### src/rtl/rr_stream_mux_if.sv
// Stream-mux handshake bundle: N_CH producer channels in, one consumer channel out.
// The mux connects through the slave modport; producers/consumer use master.
interface rr_stream_mux_if #(
    parameter int N_CH  = 4,
    parameter int WIDTH = 8,
    parameter int SEL_W = 2
);
    logic                    mode;
    logic [SEL_W-1:0]        sel;
    logic [N_CH*WIDTH-1:0]   in_data;
    logic [N_CH-1:0]         in_valid;
    logic [N_CH-1:0]         in_ready;
    logic [WIDTH-1:0]        out_data;
    logic                    out_valid;
    logic                    out_ready;
    logic [SEL_W-1:0]        out_ch;

    modport slave (
        input  mode, sel, in_data, in_valid, out_ready,
        output in_ready, out_data, out_valid, out_ch
    );

    modport master (
        output mode, sel, in_data, in_valid, out_ready,
        input  in_ready, out_data, out_valid, out_ch
    );
endinterface

### src/rtl/rr_stream_mux.sv
// N-channel valid/ready stream multiplexer with external-select or round-robin
// arbitration and a one-deep registered output stage.
module rr_stream_mux #(
    parameter int N_CH  = 4,
    parameter int WIDTH = 8,
    parameter int SEL_W = 2
) (
    input  logic          clk,
    input  logic          rst,
    rr_stream_mux_if.slave bus
);

    logic [WIDTH-1:0] out_data_q,  out_data_d;
    logic [SEL_W-1:0] out_ch_q,    out_ch_d;
    logic             out_valid_q, out_valid_d;
    logic [SEL_W-1:0] rr_ptr_q,    rr_ptr_d;

    logic             can_load;
    logic             gnt_vld;
    logic [SEL_W-1:0] gnt_idx;
    logic [WIDTH-1:0] gnt_data;
    logic             xfer;

    // Grant: external select, or first requester after the last round-robin winner.
    always_comb begin
        int idx;
        // NOTE: every always_comb output gets a default first so no path infers a latch.
        gnt_vld = 1'b0;
        gnt_idx = '0;
        idx     = 0;
        if (!bus.mode) begin
            for (int i = 0; i < N_CH; i++) begin
                if (bus.sel == SEL_W'(i) && bus.in_valid[i]) begin
                    gnt_vld = 1'b1;
                    gnt_idx = SEL_W'(i);
                end
            end
        end else begin
            // Scan farthest-first so the nearest requester after rr_ptr wins.
            for (int k = N_CH; k >= 1; k--) begin
                idx = int'(rr_ptr_q) + k;
                if (idx >= N_CH) begin
                    idx = idx - N_CH;
                end
                if (bus.in_valid[idx]) begin
                    gnt_vld = 1'b1;
                    gnt_idx = SEL_W'(idx);
                end
            end
        end
    end

    always_comb begin
        gnt_data = '0;
        for (int i = 0; i < N_CH; i++) begin
            if (gnt_idx == SEL_W'(i)) begin
                gnt_data = bus.in_data[i*WIDTH +: WIDTH];
            end
        end
    end

    assign can_load = !out_valid_q || bus.out_ready;
    assign xfer     = gnt_vld && can_load && !rst;

    always_comb begin
        bus.in_ready = '0;
        for (int i = 0; i < N_CH; i++) begin
            bus.in_ready[i] = xfer && (gnt_idx == SEL_W'(i));
        end
    end

    always_comb begin
        out_data_d  = out_data_q;
        out_ch_d    = out_ch_q;
        out_valid_d = out_valid_q;
        rr_ptr_d    = rr_ptr_q;
        if (xfer) begin
            out_data_d  = gnt_data;
            out_ch_d    = gnt_idx;
            out_valid_d = 1'b1;
            if (bus.mode) begin
                rr_ptr_d = gnt_idx;
            end
        end else if (bus.out_ready) begin
            // Drained with nothing to reload: data and channel stay stale.
            out_valid_d = 1'b0;
        end
    end

    // NOTE: sequential state uses non-blocking assignments so all flops update together.
    always_ff @(posedge clk or posedge rst) begin
        if (rst) begin
            out_data_q  <= '0;
            out_ch_q    <= '0;
            out_valid_q <= 1'b0;
            rr_ptr_q    <= SEL_W'(N_CH - 1);
        end else begin
            out_data_q  <= out_data_d;
            out_ch_q    <= out_ch_d;
            out_valid_q <= out_valid_d;
            rr_ptr_q    <= rr_ptr_d;
        end
    end

    assign bus.out_data  = out_data_q;
    assign bus.out_ch    = out_ch_q;
    assign bus.out_valid = out_valid_q;

endmodule

### src/flat_wrapper.sv
// flat-port wrapper written by rule: the top's interface ports become plain ports
module rr_stream_mux_flat 
#(
    parameter int N_CH  = 4,
    parameter int WIDTH = 8,
    parameter int SEL_W = 2
)
  (clk, rst, bus_mode, bus_sel, bus_in_data, bus_in_valid, bus_out_ready, bus_in_ready, bus_out_data, bus_out_valid, bus_out_ch);
  rr_stream_mux_if #(.N_CH(N_CH), .WIDTH(WIDTH), .SEL_W(SEL_W)) bus_i ();
  input  logic clk;
  input  logic rst;
  input wire logic [$bits(bus_i.mode)-1:0] bus_mode;
  input wire logic [$bits(bus_i.sel)-1:0] bus_sel;
  input wire logic [$bits(bus_i.in_data)-1:0] bus_in_data;
  input wire logic [$bits(bus_i.in_valid)-1:0] bus_in_valid;
  input wire logic [$bits(bus_i.out_ready)-1:0] bus_out_ready;
  output wire logic [$bits(bus_i.in_ready)-1:0] bus_in_ready;
  output wire logic [$bits(bus_i.out_data)-1:0] bus_out_data;
  output wire logic [$bits(bus_i.out_valid)-1:0] bus_out_valid;
  output wire logic [$bits(bus_i.out_ch)-1:0] bus_out_ch;
  assign bus_i.mode = bus_mode;
  assign bus_i.sel = bus_sel;
  assign bus_i.in_data = bus_in_data;
  assign bus_i.in_valid = bus_in_valid;
  assign bus_i.out_ready = bus_out_ready;
  assign bus_in_ready = bus_i.in_ready;
  assign bus_out_data = bus_i.out_data;
  assign bus_out_valid = bus_i.out_valid;
  assign bus_out_ch = bus_i.out_ch;
  rr_stream_mux #(.N_CH(N_CH), .WIDTH(WIDTH), .SEL_W(SEL_W)) u_core (.clk(clk), .rst(rst), .bus(bus_i));
endmodule
### config.mk
export PLATFORM = sky130hd
export DESIGN_NAME = rr_stream_mux_flat
export DESIGN_NICKNAME = d
export VERILOG_FILES = /design/src/rtl/rr_stream_mux_if.sv /design/src/rtl/rr_stream_mux.sv /design/src/flat_wrapper.sv
export SDC_FILE = /design/constraint.sdc
export NUM_CORES = 1
export LEC_CHECK = 0
export ABC_CLOCK_PERIOD_IN_PS = 2530
export CAP_MARGIN = 40
export CORE_ASPECT_RATIO = 2
export CORE_MARGIN = 2
export CORE_UTILIZATION = 30
export CTS_BUF_LIST = sky130_fd_sc_hd__clkbuf_4 sky130_fd_sc_hd__clkbuf_8 sky130_fd_sc_hd__clkbuf_16
export DETAILED_ROUTE_END_ITERATION = 8
export PLACE_DENSITY = 0.62
export SLEW_MARGIN = 20
export SYNTH_ARGS = -nofsm -noshare
export SYNTH_HDL_FRONTEND = slang
export SYNTH_SLANG_ARGS = --single-unit
### constraint.sdc
create_clock -name clk -period 2.53 [get_ports clk]
set_input_delay 0.506 -clock clk [delete_from_list [all_inputs] [get_ports clk]]
set_output_delay 0.506 -clock clk [all_outputs]
set_load 0.03 [all_outputs]
==> tab_implementation.tex <==
\begin{tabular}{lr}
\hline
Metric & Value \\
\hline
\multicolumn{2}{l}{\textbf{STA}} \\
Unrepaired setup endpoints after global routing & no \\
Max Fclk & 0.4123 GHz \\
Fin Setup TNS & 0 ns \\
Share of the clock period used by the worst path & 95.86\% \\
Relative max-transition margin & 65.00\% \\
Actual slew at the worst max-slew pin & 0.5245 ns \\
Slew Viols, Final & 0 \\
WHS & 0.4694 ns \\
Final-report hold violation count & 0 \\
Final min period & 2.425 ns \\
Setup skew after layout & $\sim$0.0037 ns \\
Final setup fails & 0 \\
\multicolumn{2}{l}{\textbf{GRT}} \\
Global-route congestion overflow total & 0 \\
Vias in the first global route & 1,198 \\
Wire length of the first global-routing pass & 5.492 mm \\
Initial antenna violation count & 0 \\
Maximum number of pins on one net before global-route repair & 17 \\
All-layer global routing usage & 19.20\% \\
\multicolumn{2}{l}{\textbf{Place}} \\
Dpl cells & 202 \\
Half-perimeter wire length after placement & 2.827 mm \\
Routability cong. & 0.8741 \\
Number of buffers added on ports & 56 \\
\multicolumn{2}{l}{\textbf{Synthesis}} \\
Most instantiated flip-flop cell in the synthesis netlist & dfrtp\_1 \\
Net count after synthesis & between 100 and 150 \\
Leading post-synthesis cells by cell area & dfrtp\_1, a22oi\_1, mux2\_2 \\
Part of the Yosys area used for sequential elements & a little under a third \\
Avg Inst Size Synth & $\sim$10 sq um \\
Number of synthesized flops with an enable pin & 0 \\
Cell area after synthesis & 1025 sq um \\
Gate count of the mapped netlist & 102 \\
Cell taking the most area after synthesis & dfrtp\_1 \\
Fraction of synthesized cell area taken by the top area cell type & 26.86\% \\
Number of storage elements in the synthesis netlist & 13 \\
Total of warnings raised by yosys & 0 \\
Unique masters post-synth & 37 \\
Async set or reset register ratio after synthesis & 100.0\% \\
\multicolumn{2}{l}{\textbf{Clock tree}} \\
Setup Buffers After CTS & 0 \\
Deepest level of the CTS H-tree & 1 \\
CTS Buffer Depth & 2 \\
Number of hold-repair buffers added at the cts stage & 0 \\
Worst-Skew Late Latency & 0.25 ns \\
Root Buffer & clkbuf\_8 \\
Number of clock buffers inserted by TritonCTS & 3 \\
CTS tree & built \\
Clock-pin slew on the worst setup and hold paths & 0.06 ns \\
Number of sinks driven by the clock tree & 13 \\
\multicolumn{2}{l}{\textbf{Power and ir drop}} \\
Internal power consumption & $\sim$0.0008 W \\
Total Power Consumption & around 0.0013 W \\
Proportion of power drawn by combinational gates & 57.7\% \\
Switching power & 0.0005213 W \\
Clock network fraction of total power & about 15\% \\
Sequential Power Share & 27.1\% \\
Sw Share & between 30\% and 40\% \\
Leakage & about 0.79 nW \\
VDD IR-drop max & 0.0002930 V \\
Power per cell area & 723.8 nW/um\^{}2 \\
\multicolumn{2}{l}{\textbf{Floorplan}} \\
Initial standard-cell utilization of the core & 30.67\% \\
Count of boundary I/O pins & 57 \\
Row count & 30 \\
Die outline height & between 80 and 90 um \\
Die Area & 3927 sq um \\
Chip width & 45.33 um \\
Placeable core region & 3341 sq um \\
\multicolumn{2}{l}{\textbf{Critical path}} \\
Startpoint class of the critical path & input port \\
CP Data Arrival Time & between 1.5 and 2 ns \\
Crit path capture type & primary output \\
Biggest fanout along the worst timing path & 5 \\
Worst path required time & 2.02 ns \\
Type of the worst setup path & in -> out \\
\multicolumn{2}{l}{\textbf{Layout}} \\
Final design utilization & a little over half \\
Count of antenna diodes in the layout & 0 \\
Share of layout cells above drive strength 1 & 32.18\% \\
Net count of the finished layout & $\sim$220 \\
Layout overhead on the synthesized area & 76.31\% \\
Final Non-Filler Cells & 206 \\
\multicolumn{2}{l}{\textbf{Job}} \\
Number of max-cap violations & 0 \\
\multicolumn{2}{l}{\textbf{Route}} \\
Final routed wirelength across all metal layers & 3.387 mm \\
Antenna-violating nets left & 0 \\
TritonRoute pass-1 iters & 4 \\
Starting DRT DRC Count & 25 \\
Post-route DRC & 0 \\
Detailed-route wire length per cell & 16.44 um \\
Average vias per placed instance & $\sim$5.4 \\
DR vias & about 1,100 \\
\multicolumn{2}{l}{\textbf{Worst hold path}} \\
Tightest Hold Check Type & reg -> reg \\
\multicolumn{2}{l}{\textbf{Status}} \\
Status & finished, final reports clean \\
\hline
\end{tabular}
-- power by group through the flow --
stage | Sequential [W] | Clock [W] | Combinational (W)
after floorplan | 0.000458 | 0 | 0.000318
after global placement | 0.000348 | 0 | 0.000714
after detailed placement | 0.000352 | 0 | 0.000729
after CTS | 0.000351 | 0.000208 | 0.000738
after global routing | 0.000367 | 0.000219 | 0.000804
final | 0.000355 | 0.000199 | 0.000754
-- kinds of logic (layout without fill, tap and decap cells) --
group	count (synthesis)	count (layout)	share of synthesized area [%]
AOI/OAI and AO/OA	42	42	32.48
DFF	13	13	31.99
muxes	14	14	16.12
and+or+nand+nor	23	23	12.09
buffers and inverters	10	82	7.325
-- layout make-up --
| cell class | count | area [sq um] |
|---|---|---|
| multi-input combinational | 79 | 696.9 |
| tap | 32 | 40.04 |
| inverter | 4 | 15.01 |
| sequential | 13 | 327.8 |
| timing repair buffer | 74 | 678.2 |
| clock buffer | 4 | 48.80 |
| fill | 305 | 1534 |
-- layer usage --
metal,track usage (%),vias to the layer above,part of all wire (%)
li1,-,536,-
met1,19.51,516,35
met2,36.10,44,57
met3,2.292,11,4.4
met4,8.824,0,3.8
met5,0,-,0
-- critical path, cell delays in order --
cell and delay, ns:
clkdlybuf4s15_1 0.28, mux4_2 0.55, o21a_4 0.25, and3_4 0.16, buf_4 0.16
-- cells in the mapped netlist, types with 3 or more instances --
library cell and number:
o21ai_1 7, a21oi_1 5, nor2_1 4, dfrtp_1 11
a22oi_1 9, nand2_1 9, a21o_1 3, mux2i_1 6
mux2_2 6, buf_6 4, inv_1 4, o22ai_1 3
-- flip-flops by register name (all words and copies together), names as in the netlist --
| name | cells |
|---|---|
| u_core.bus.out_ch | 2 |
| u_core.bus.out_data | 8 |
| u_core.bus.out_valid | 1 |
| u_core.rr_ptr_q | 2 |
-- repair_timing --
item / in CTS / in global routing
pin swaps: 4 / 1
setup endpoints to repair: 4 / 4
resized for setup: 12 / 18
-- placed cells by master, fill, tap and decap left out, drive strengths merged, types with 2 or more instances in the layout --
cell type | Yosys | final
buf | 6 | 22
o22ai | 3 | 3
a21oi | 5 | 5
nand2 | 9 | 9
a211oi | 2 | 2
clkbuf | 0 | 7
nor2 | 5 | 5
dfrtp | 11 | 11
a21o | 3 | 3
a41oi | 2 | 2
a31oi | 3 | 3
dfstp | 2 | 2
inv | 4 | 4
a22oi | 10 | 10
nand2b | 2 | 2
o21ai | 8 | 8
mux2i | 6 | 6
dlymetal6s2s | 0 | 2
clkdlybuf4s50 | 0 | 45
nor2b | 2 | 2
mux2 | 7 | 7
-- final timing paths --
path / start / end / slack (ns) / depth (start not counted)
setup / recovery: bus_sel[1] / bus_in_ready[3] / 0.10 / 5
hold / removal: u_core.bus.out_ch[1] / u_core.bus.out_ch[1] / 0.47 / 2
setup reg to reg: u_core.rr_ptr_q[1] / u_core.bus.out_data[4] / 0.43 / 8
hold reg to reg: u_core.bus.out_ch[1] / u_core.bus.out_ch[1] / 0.47 / 2
max in group asynchronous: rst / u_core.rr_ptr_q[1] / 1.52 / 2
min in group asynchronous: rst / u_core.bus.out_data[2] / 0.65 / 2
-- through the flow --
stage	cell area [sq um]	setup slack [ns]
final	1807	0.1047
after global routing	1807	0.01306
after CTS	1768	0.01380
after detailed placement	1690	-0.2041
after global placement	1690	-0.1746
after floorplan	1025	0.1466
Power figures use the tool's default switching activity.
